`src/rtl/cp0_access_ctrl_pkg.sv`:
```
// Shared types, CP0 register constants and decode helpers for the CP0 access sequencer.
package cp0_access_ctrl_pkg;

  localparam int unsigned CP0_ADDR_W = 5;
  localparam int unsigned CP0_SEL_W  = 3;
  localparam int unsigned CP0_DATA_W = 32;
  localparam int unsigned CNT_W      = 3;

  typedef enum logic [2:0] {
    ST_IDLE     = 3'd0,
    ST_RD       = 3'd1,
    ST_TLB_EXEC = 3'd2,
    ST_TLB_WB   = 3'd3,
    ST_HAZ      = 3'd4
  } state_e;

  typedef enum logic [1:0] {
    TLB_OP_TLBR  = 2'd0,
    TLB_OP_TLBWI = 2'd1,
    TLB_OP_TLBWR = 2'd2,
    TLB_OP_TLBP  = 2'd3
  } tlb_op_e;

  typedef struct packed {
    logic [CP0_ADDR_W-1:0] addr;
    logic [CP0_SEL_W-1:0]  sel;
  } cp0_reg_t;

  localparam logic [CP0_ADDR_W-1:0] CP0_COUNT   = 5'd9;
  localparam logic [CP0_ADDR_W-1:0] CP0_ENTRYHI = 5'd10;
  localparam logic [CP0_ADDR_W-1:0] CP0_COMPARE = 5'd11;
  localparam logic [CP0_ADDR_W-1:0] CP0_STATUS  = 5'd12;
  localparam logic [CP0_ADDR_W-1:0] CP0_CAUSE   = 5'd13;

  // Writes to these registers change interrupt/translation state and need bubbles.
  function automatic logic is_hazard_reg(input logic [CP0_ADDR_W-1:0] addr,
                                         input logic [CP0_SEL_W-1:0]  sel);
    return (sel == '0) &&
           ((addr == CP0_STATUS) || (addr == CP0_CAUSE) ||
            (addr == CP0_ENTRYHI) || (addr == CP0_COMPARE));
  endfunction

  // TLBR and TLBP return results that must be written back into CP0.
  function automatic logic tlb_op_writes_cp0(input tlb_op_e op);
    return (op == TLB_OP_TLBR) || (op == TLB_OP_TLBP);
  endfunction

endpackage

```
`src/rtl/cp0_down_counter.sv`:
```
// Loadable saturating down-counter used for the TLB latency and hazard bubble countdowns.
module cp0_down_counter
  import cp0_access_ctrl_pkg::*;
#(
  parameter int unsigned W = CNT_W
) (
  input  logic         clk,
  input  logic         rst,
  input  logic         clr,
  input  logic         load,
  input  logic [W-1:0] load_val,
  input  logic         dec,
  output logic [W-1:0] count,
  output logic         zero
);

  always_ff @(posedge clk or negedge rst) begin
    if (!rst) begin
      count <= '0;
    end else if (clr) begin
      count <= '0;
    end else if (load) begin
      count <= load_val;
    end else if (dec && (count != '0)) begin
      count <= count - W'(1);
    end
  end

  assign zero = (count == '0);

endmodule

```
`src/rtl/cp0_access_ctrl.sv`:
```
// Serialises ALU mtc0/mfc0 and TLB instructions onto the single CP0 port.
// Optional build macro CP0_FWD_EN: forward the last mtc0 value to a matching mfc0 during HAZ.
module cp0_access_ctrl
  import cp0_access_ctrl_pkg::*;
#(
  parameter int unsigned TLB_LAT    = 2,
  parameter int unsigned HAZ_CYCLES = 2
) (
  input  logic                  clk,
  input  logic                  rst,
  input  logic                  exc_flush,
  input  logic                  alu_req_valid,
  output logic                  alu_req_ready,
  input  logic                  alu_req_we,
  input  logic [CP0_ADDR_W-1:0] alu_req_addr,
  input  logic [CP0_SEL_W-1:0]  alu_req_sel,
  input  logic [CP0_DATA_W-1:0] alu_req_wdata,
  output logic                  alu_rsp_valid,
  output logic [CP0_DATA_W-1:0] alu_rsp_rdata,
  input  logic                  tlb_op_valid,
  output logic                  tlb_op_ready,
  input  logic [1:0]            tlb_op_type,
  output logic                  tlb_start,
  output logic                  tlb_wb_en,
  output logic                  cp0_we,
  output logic [CP0_ADDR_W-1:0] cp0_addr,
  output logic [CP0_SEL_W-1:0]  cp0_sel,
  output logic [CP0_DATA_W-1:0] cp0_wdata,
  input  logic [CP0_DATA_W-1:0] cp0_rdata,
  output logic                  int_block
);

  localparam logic HAZ_EN = (HAZ_CYCLES != 0);

  state_e                  state_q, state_d;
  tlb_op_e                 tlb_op_q;
  cp0_reg_t                rd_tag_q;
  logic                    rsp_valid_q;
  logic [CP0_DATA_W-1:0]   rsp_rdata_q;
  logic                    int_block_q;

  logic                    active;
  logic                    in_idle;
  logic                    tlb_acc;
  logic                    alu_acc;
  logic                    mtc0_acc;
  logic                    mfc0_acc;
  logic                    fwd_hit;
  logic                    fwd_acc;
  logic                    fwd_pend;
  logic [CP0_DATA_W-1:0]   fwd_data;

  logic [CNT_W-1:0]        tlb_cnt, haz_cnt;
  logic                    tlb_zero, haz_zero;
  logic                    tlb_last, haz_last;
  logic                    haz_load;

  // Handshake decode: flush and reset suppress every accept.
  assign active    = rst && !exc_flush;
  assign in_idle   = (state_q == ST_IDLE);
  assign tlb_op_ready  = active && in_idle;
  assign alu_req_ready = active && ((in_idle && !tlb_op_valid) || fwd_hit);
  assign tlb_acc   = tlb_op_valid && tlb_op_ready;
  assign alu_acc   = alu_req_valid && alu_req_ready;
  assign mtc0_acc  = alu_acc && in_idle && alu_req_we;
  assign mfc0_acc  = alu_acc && in_idle && !alu_req_we;
  assign fwd_acc   = alu_acc && (state_q == ST_HAZ);

  assign tlb_last  = tlb_zero || (tlb_cnt == CNT_W'(1));
  assign haz_last  = haz_zero || (haz_cnt == CNT_W'(1));
  assign haz_load  = (mtc0_acc && is_hazard_reg(alu_req_addr, alu_req_sel)) ||
                     ((state_q == ST_TLB_WB) && active);

  cp0_down_counter #(.W(CNT_W)) u_tlb_cnt (
    .clk      (clk),
    .rst      (rst),
    .clr      (exc_flush),
    .load     (tlb_acc),
    .load_val (CNT_W'(TLB_LAT)),
    .dec      (state_q == ST_TLB_EXEC),
    .count    (tlb_cnt),
    .zero     (tlb_zero)
  );

  cp0_down_counter #(.W(CNT_W)) u_haz_cnt (
    .clk      (clk),
    .rst      (rst),
    .clr      (exc_flush),
    .load     (haz_load),
    .load_val (CNT_W'(HAZ_CYCLES)),
    .dec      (state_q == ST_HAZ),
    .count    (haz_cnt),
    .zero     (haz_zero)
  );

`ifdef CP0_FWD_EN
  logic                  fwd_vld_q;
  cp0_reg_t              fwd_tag_q;
  logic [CP0_DATA_W-1:0] fwd_data_q;
  logic                  fwd_pend_q;

  // Tag/data of the most recent mtc0, plus a one-deep forwarded-response pipe.
  always_ff @(posedge clk or negedge rst) begin
    if (!rst) begin
      fwd_vld_q  <= 1'b0;
      fwd_tag_q  <= '0;
      fwd_data_q <= '0;
      fwd_pend_q <= 1'b0;
    end else begin
      if (mtc0_acc) begin
        fwd_vld_q  <= 1'b1;
        fwd_tag_q  <= '{addr: alu_req_addr, sel: alu_req_sel};
        fwd_data_q <= alu_req_wdata;
      end
      fwd_pend_q <= fwd_acc;
    end
  end

  assign fwd_hit  = (state_q == ST_HAZ) && fwd_vld_q && !alu_req_we &&
                    (fwd_tag_q == cp0_reg_t'({alu_req_addr, alu_req_sel}));
  assign fwd_pend = fwd_pend_q;
  assign fwd_data = fwd_data_q;
`else
  assign fwd_hit  = 1'b0;
  assign fwd_pend = 1'b0;
  assign fwd_data = '0;
`endif

  // State register.
  always_ff @(posedge clk or negedge rst) begin
    if (!rst) begin
      state_q <= ST_IDLE;
    end else begin
      state_q <= state_d;
    end
  end

  // Next-state logic; flush overrides every transition.
  always_comb begin
    state_d = state_q;
    if (exc_flush) begin
      state_d = ST_IDLE;
    end else begin
      case (state_q)
        ST_IDLE: begin
          if (tlb_acc) begin
            state_d = ST_TLB_EXEC;
          end else if (mtc0_acc && HAZ_EN && is_hazard_reg(alu_req_addr, alu_req_sel)) begin
            state_d = ST_HAZ;
          end else if (mfc0_acc) begin
            state_d = ST_RD;
          end
        end
        ST_RD:       state_d = ST_IDLE;
        ST_TLB_EXEC: begin
          if (tlb_last) begin
            state_d = tlb_op_writes_cp0(tlb_op_q) ? ST_TLB_WB : ST_IDLE;
          end
        end
        ST_TLB_WB:   state_d = HAZ_EN ? ST_HAZ : ST_IDLE;
        ST_HAZ: begin
          if (haz_last) begin
            state_d = ST_IDLE;
          end
        end
        default:     state_d = ST_IDLE;
      endcase
    end
  end

  // Request capture, response register and interrupt-block flag.
  always_ff @(posedge clk or negedge rst) begin
    if (!rst) begin
      tlb_op_q    <= TLB_OP_TLBR;
      rd_tag_q    <= '0;
      rsp_valid_q <= 1'b0;
      rsp_rdata_q <= '0;
      int_block_q <= 1'b0;
    end else begin
      if (tlb_acc) begin
        tlb_op_q <= tlb_op_e'(tlb_op_type);
      end
      if (mfc0_acc) begin
        rd_tag_q <= '{addr: alu_req_addr, sel: alu_req_sel};
      end
      rsp_valid_q <= 1'b0;
      if (!exc_flush) begin
        if (state_q == ST_RD) begin
          rsp_valid_q <= 1'b1;
          rsp_rdata_q <= cp0_rdata;
        end else if (fwd_pend) begin
          rsp_valid_q <= 1'b1;
          rsp_rdata_q <= fwd_data;
        end
      end
      int_block_q <= (state_d == ST_TLB_EXEC) || (state_d == ST_TLB_WB) ||
                     (state_d == ST_HAZ);
    end
  end

  // CP0 port: request fields on an mtc0 accept, latched tag while reading.
  always_comb begin
    cp0_we    = 1'b0;
    cp0_addr  = '0;
    cp0_sel   = '0;
    cp0_wdata = '0;
    if (mtc0_acc) begin
      cp0_we    = 1'b1;
      cp0_addr  = alu_req_addr;
      cp0_sel   = alu_req_sel;
      cp0_wdata = alu_req_wdata;
    end else if (state_q == ST_RD) begin
      cp0_addr  = rd_tag_q.addr;
      cp0_sel   = rd_tag_q.sel;
    end
  end

  assign tlb_start     = tlb_acc;
  assign tlb_wb_en     = active && (state_q == ST_TLB_WB);
  assign alu_rsp_valid = rsp_valid_q;
  assign alu_rsp_rdata = rsp_rdata_q;
  assign int_block     = int_block_q;

endmodule

```
`config.mk`:
```
export PLATFORM = sky130hd
export DESIGN_NAME = cp0_access_ctrl
export DESIGN_NICKNAME = d
export VERILOG_FILES = /design/src/rtl/cp0_access_ctrl_pkg.sv /design/src/rtl/cp0_down_counter.sv /design/src/rtl/cp0_access_ctrl.sv
export SDC_FILE = /design/constraint.sdc
export NUM_CORES = 1
export LEC_CHECK = 0
export ABC_AREA = 1
export CAP_MARGIN = 20
export CORE_ASPECT_RATIO = 1.5
export CORE_MARGIN = 2
export CORE_UTILIZATION = 42
export CTS_BUF_LIST = sky130_fd_sc_hd__clkbuf_4 sky130_fd_sc_hd__clkbuf_8
export CTS_CLUSTER_SIZE = 30
export DETAILED_ROUTE_END_ITERATION = 10
export PLACE_DENSITY = 0.95
export SLEW_MARGIN = 20
export SYNTH_ARGS = -nofsm -noshare
export SYNTH_HDL_FRONTEND = slang
export SYNTH_HIERARCHICAL = 1
export SYNTH_SLANG_ARGS = --single-unit
```
`constraint.sdc`:
```
create_clock -name clk -period 2.9 [get_ports clk]
set_input_delay 0.58 -clock clk [delete_from_list [all_inputs] [get_ports clk]]
set_output_delay 0.58 -clock clk [all_outputs]
set_load 0.02 [all_outputs]
```
==> results of run 1 <==
==> power breakdown <==
group	internal, W	switching, W
combinational	0.000622	0.000661
clock	0.000189	0.000228
sequential	0.00101	0.000162
total	0.00182	0.00105
==> cell type report <==
type	count	area, um2	share of cell area, %
clock buffer	6	82.6	1.84
clock inverter	1	7.51	0.167
tap	76	95.1	2.12
timing repair buffer	168	1610	35.9
multi-input combinational	247	1110	24.7
sequential	53	1330	29.5
inverter	69	259	5.76
==> cells in the mapped netlist <==
cell type | n | share of area (%)
o21ai_2 | 7 | 2.2
nor3_1 | 3 | 0.54
nor3_4 | 1 | 0.59
nand3_1 | 15 | 2.7
nor2_4 | 1 | 0.41
nand4_1 | 2 | 0.45
nand2_2 | 5 | 1.1
dfrtp_1 | 53 | 48
nor2_2 | 2 | 0.45
a31oi_1 | 1 | 0.23
buf_4 | 3 | 0.82
nand3b_1 | 1 | 0.27
nor3_2 | 1 | 0.36
o21ai_1 | 8 | 1.4
xor2_1 | 1 | 0.32
buf_6 | 3 | 1.2
o21ai_0 | 9 | 1.6
ha_1 | 4 | 1.8
a21oi_2 | 1 | 0.32
nor2_1 | 37 | 5.0
xnor2_1 | 1 | 0.32
conb_1 | 2 | 0.27
buf_2 | 5 | 0.91
inv_1 | 65 | 8.8
inv_2 | 4 | 0.54
nand2_1 | 141 | 19
==> registers in the layout, indices dropped and copies added (netlist names) <==
| signal | count |
|---|---|
| alu_rsp_rdata | 32 |
| state_q | 3 |
| u_haz_cnt/count | 3 |
| u_tlb_cnt/count | 3 |
| rd_tag_q | 8 |
| tlb_op_q | 2 |
| int_block | 1 |
| alu_rsp_valid | 1 |
==> cell families (layout without fill, tap and decap cells) <==
family                   Yosys count  after routing  synth area share (%)
AND/OR/NAND/NOR                  209            209                  31.1
buffers and inverters             80            244                  12.3
adder cells (fa/ha/maj)            4              4                  1.81
XOR/XNOR                           2              2                 0.634
other                              2              6                 0.272
flip-flops                        53             53                  48.0
AO/OA/AOI/OAI                     26             26                  5.84
==> metrics by stage <==
stage	area (um2)	utilization, %
after global routing	4490	69.8
final	4490	69.8
after CTS	4500	69.8
after global placement	4460	69.2
after detailed placement	4460	69.2
after floorplan	2780	-
==> critical path, stage by stage <==
cell and delay (ns):
clkdlybuf4s50_1 0.43, inv_2 0.07, buf_4 0.11, nand4_1 0.08, inv_1 0.09, nand2_1 0.08, inv_1 0.11, clkdlybuf4s50_1 0.61
==> how the worst max path moves through the flow <==
| stage | cells after the start | endpoint | slack (ns) |
|---|---|---|---|
| floorplan | 6 | cp0_wdata[28] | 0.75 |
| global placement | 8 | cp0_addr[4] | -0.09 |
| detailed placement | 8 | cp0_addr[4] | -0.20 |
| CTS | 8 | cp0_we | 0.008 |
| global route | 8 | cp0_wdata[10] | 0.008 |
| finish | 8 | tlb_start | 0.16 |
==> per-layer routing <==
| metal | routed length [um] | GRT usage (%) | share of wire, % |
|---|---|---|---|
| met3 | 836 | 7.56 | 11 |
| met2 | 4100 | 42.3 | 52 |
| met4 | 132 | 7.25 | 1.7 |
| met1 | 2860 | 23.2 | 36 |
| met5 | 0 | 0 | 0 |
==> flow_summary.toml, run 1 <==
[timing]
finalSetupTns_ns = 0
finalClockSkew_ns = 0.00710
hold_viol = 0
finalMaxSlewViolations = 0
fmax_ghz = 0.365
rsz0062_at_grt = "no"
setup_violations = 0
setup_slack_ns = 0.158
whs_ns = 0.453
slew_headroom_pct = 48.0
max_slew.worst_pin.slew_ns = 0.772
fin_crit_sh_pct = 94.5
layout_min_cycle_time_ns = 2.74

[layout]
drive_above_1_share_pct = 7.54
final_common_cell = "nand2_1"
fin_cells = 620
area_growth_pct = 62.7
layout_common_cells = "nand2_1 (141), clkdlybuf4s50_1 (116), inv_1 (65)"
fillers = 516
diodes = 0
fin_nets = 628

[cts]
cts_buffer_depth = 2
cts_setup_buffers = 0
htree_levels = 2
cts_buffers = 5
clkTransAtPathRegs_ns = 0.09
clkLatencyLatePin_ns = 0.30
cts_resized = 40
cts_tree = "done"
clock_sinks = 53
clockRootBuffer = "clkbuf_8"
cts_hold_buf = 0

[run]
drv_cap = 0

[placed_design]
port_buffers = 158
pre_cts_ws_ns = -0.202
place_congestion = 0.757
place_hpwl_um = 6400
dp_cells = 613

[global_routing]
grt_max_degree = 54
grtUsageTotal_pct = 22.4
grt_first_pass_wirelength_um = 13100
grt_pass1_vias = 2930
antenna_found_initial = 0
grt_overflow = 0

[die]
core_area_um2 = 6440
die_w_um = 70.2
rows = 36
die_y_um = 103
pin_count = 159
start_util_pct = 42.9
die_area_um2 = 7260

[synthesis]
synth_area_um2 = 2760
avgSynthCellArea_um2 = 7.35
ys_types = 26
synthesis.instances = 376
yosys_warnings = 6
synth_seq_cells = 53
yosysSeqAreaShare_pct = 48.0

[worst_setup_path]
cp.required_ns = 2.32
critical_path_arrival_ns = 2.16
r2r-end = "u_haz_cnt/count[2]$_DFFE_PN0P_"
end_kind = "output pin"
startpoint_type = "input port"
startpoint = "exc_flush"
worstRegToRegCells = 7
crit_type = "in2out"
rr_startpoint = "state_q[1]$_DFF_PN0_"
r2r_setup_slack_ns = 0.86
cp_max_fo = 3

[drt]
drtAntennaViolNets = 0
drc_errors = 0
wl_per_cell_um = 12.8
finalWirelength_um = 7930
dr.pass1.iters = 6
vias_per_cell = 4.75
initialDrtViolationCount = 102
num_vias = 2944

[hold_path]
hold_class = "in2async"

[power]
leakage_nw = 2.51
finalPower_w = 0.00287
peakVddDrop_uv = 553
power_per_cell_area_nw_per_um2 = 639

[status]
status = "finished clean"
(Power assumes the default switching activity.)
==> inputs of run 2 (changes only) <==
Settings changed: CORE_MARGIN 2 to 5.
==> flow_summary.toml, run 2 (synthesis results as in run 1) <==
[placed_design]
port_buffers = 158
place_congestion = 0.851
pre_cts_ws_ns = -0.170
place_hpwl_um = 6680

[timing]
finalSetupTns_ns = 0
slew_headroom_pct = 54.9
setup_violations = 0
layout_min_cycle_time_ns = 2.77
max_slew.worst_pin.slew_ns = 0.669
finalClockSkew_ns = 0.00549
setup_slack_ns = 0.134
fmax_ghz = 0.361
hold_viol = 0
rsz0062_at_grt = "no"
finalMaxSlewViolations = 0
fin_crit_sh_pct = 95.4

[worst_setup_path]
cp_max_fo = 20
end_kind = "output pin"
r2r-end = "u_haz_cnt/count[1]$_DFFE_PN0P_"
startpoint_type = "input port"
cp.required_ns = 2.32
path_cells = "clkdlybuf4s50_1 > inv_2 > nand2_1 > nor3_2 > nand2_1 > buf_4 > nor2_1 > clkdlybuf4s15_1"
r2r_setup_slack_ns = 1.00
crit_type = "in2out"
crit_slowest_cell = "clkdlybuf4s50_1"
crit_top_cell = "nand2_1"
worstRegToRegCells = 8
critPathMaxStageDelay_ns = 0.43
rr_startpoint = "state_q[1]$_DFF_PN0_"
critical_path_arrival_ns = 2.19

[die]
die_w_um = 76.2
die_area_um2 = 8330
core_area_um2 = 6440
start_util_pct = 42.9
die_y_um = 109
pin_count = 159
rows = 36

[cts]
clkTransAtPathRegs_ns = 0.09
cts_buffers = 5
htree_levels = 2
cts_buffer_depth = 2
cts_setup_buffers = 0
clockRootBuffer = "clkbuf_8"
cts_hold_buf = 0
clkLatencyLatePin_ns = 0.29
cts_resized = 41
clock_sinks = 53
cts_tree = "done"

[hold_path]
hold_class = "in2async"

[layout]
final_common_cell = "nand2_1"
drive_above_1_share_pct = 7.35
area_growth_pct = 62.5
diodes = 0
largest_reg_flops = 32
fin_nets = 627
layout_common_cells = "nand2_1 (141), clkdlybuf4s50_1 (115), inv_1 (65)"

[global_routing]
grt_max_degree = 54
grt_overflow = 0
grt_first_pass_wirelength_um = 13300
antenna_found_initial = 0
grt_pass1_vias = 2860
grtUsageTotal_pct = 19.4

[power]
finalPower_w = 0.00285
leakage_nw = 2.51
peakVddDrop_uv = 575
power_per_cell_area_nw_per_um2 = 634

[drt]
vias_per_cell = 4.64
drc_errors = 0
num_vias = 2874
drtAntennaViolNets = 0
dr.pass1.iters = 4
finalWirelength_um = 8090
wl_per_cell_um = 13.0
initialDrtViolationCount = 129

[run]
drv_cap = 0

[status]
status = "finished clean"
==> run 2: layer usage <==
layer  wire, um  up-vias  global-route usage (%)
met4         47        0                    2.63
met2       4010      145                    35.6
met3        817        6                    7.05
li1           -     1441                       -
met1       3220     1282                    22.2
met5          0        -                       0
==> run 2: worst max-delay path by stage <==
stage	from	to	slack, ns	cells after the start
floorplan	exc_flush	cp0_wdata[28]	0.75	6
finish	exc_flush	cp0_wdata[2]	0.13	8
detailed placement	exc_flush	cp0_wdata[2]	-0.17	8
global route	exc_flush	cp0_addr[4]	0.006	8
CTS	exc_flush	cp0_wdata[2]	0.09	8
global placement	exc_flush	cp0_addr[4]	-0.07	8
==> run 2: area by class of cell <==
cell class | count | area [um2]
clock inverter | 3 | 17.5
sequential | 53 | 1330
timing repair buffer | 167 | 1610
tap | 76 | 95.1
multi-input combinational | 247 | 1110
inverter | 69 | 259
clock buffer | 5 | 68.8
fill | 516 | 1950
==> run 2: where the power goes <==
part	internal, W	leakage (nW)	switching, W
clock	0.000167	0.0439	0.000234
sequential	0.00101	0.677	0.000162
combinational	0.000622	1.79	0.000655
==> run 2: metrics by stage <==
step	hold WS (ns)	std cells	cell area, um2	utilization (%)
after detailed placement	0.458	612	4450	69.1
after global routing	0.502	620	4490	69.7
after global placement	0.453	612	4450	69.1
final	0.454	620	4490	69.7
after floorplan	0.284	380	2780	-
after CTS	0.482	620	4480	69.6
==> run 2: critical path, delay by kind of cell <==
| family | cells | cell delay (ns) |
|---|---|---|
| buffers and inverters | 4 | 1.06 |
| and+or+nand+nor | 4 | 0.54 |
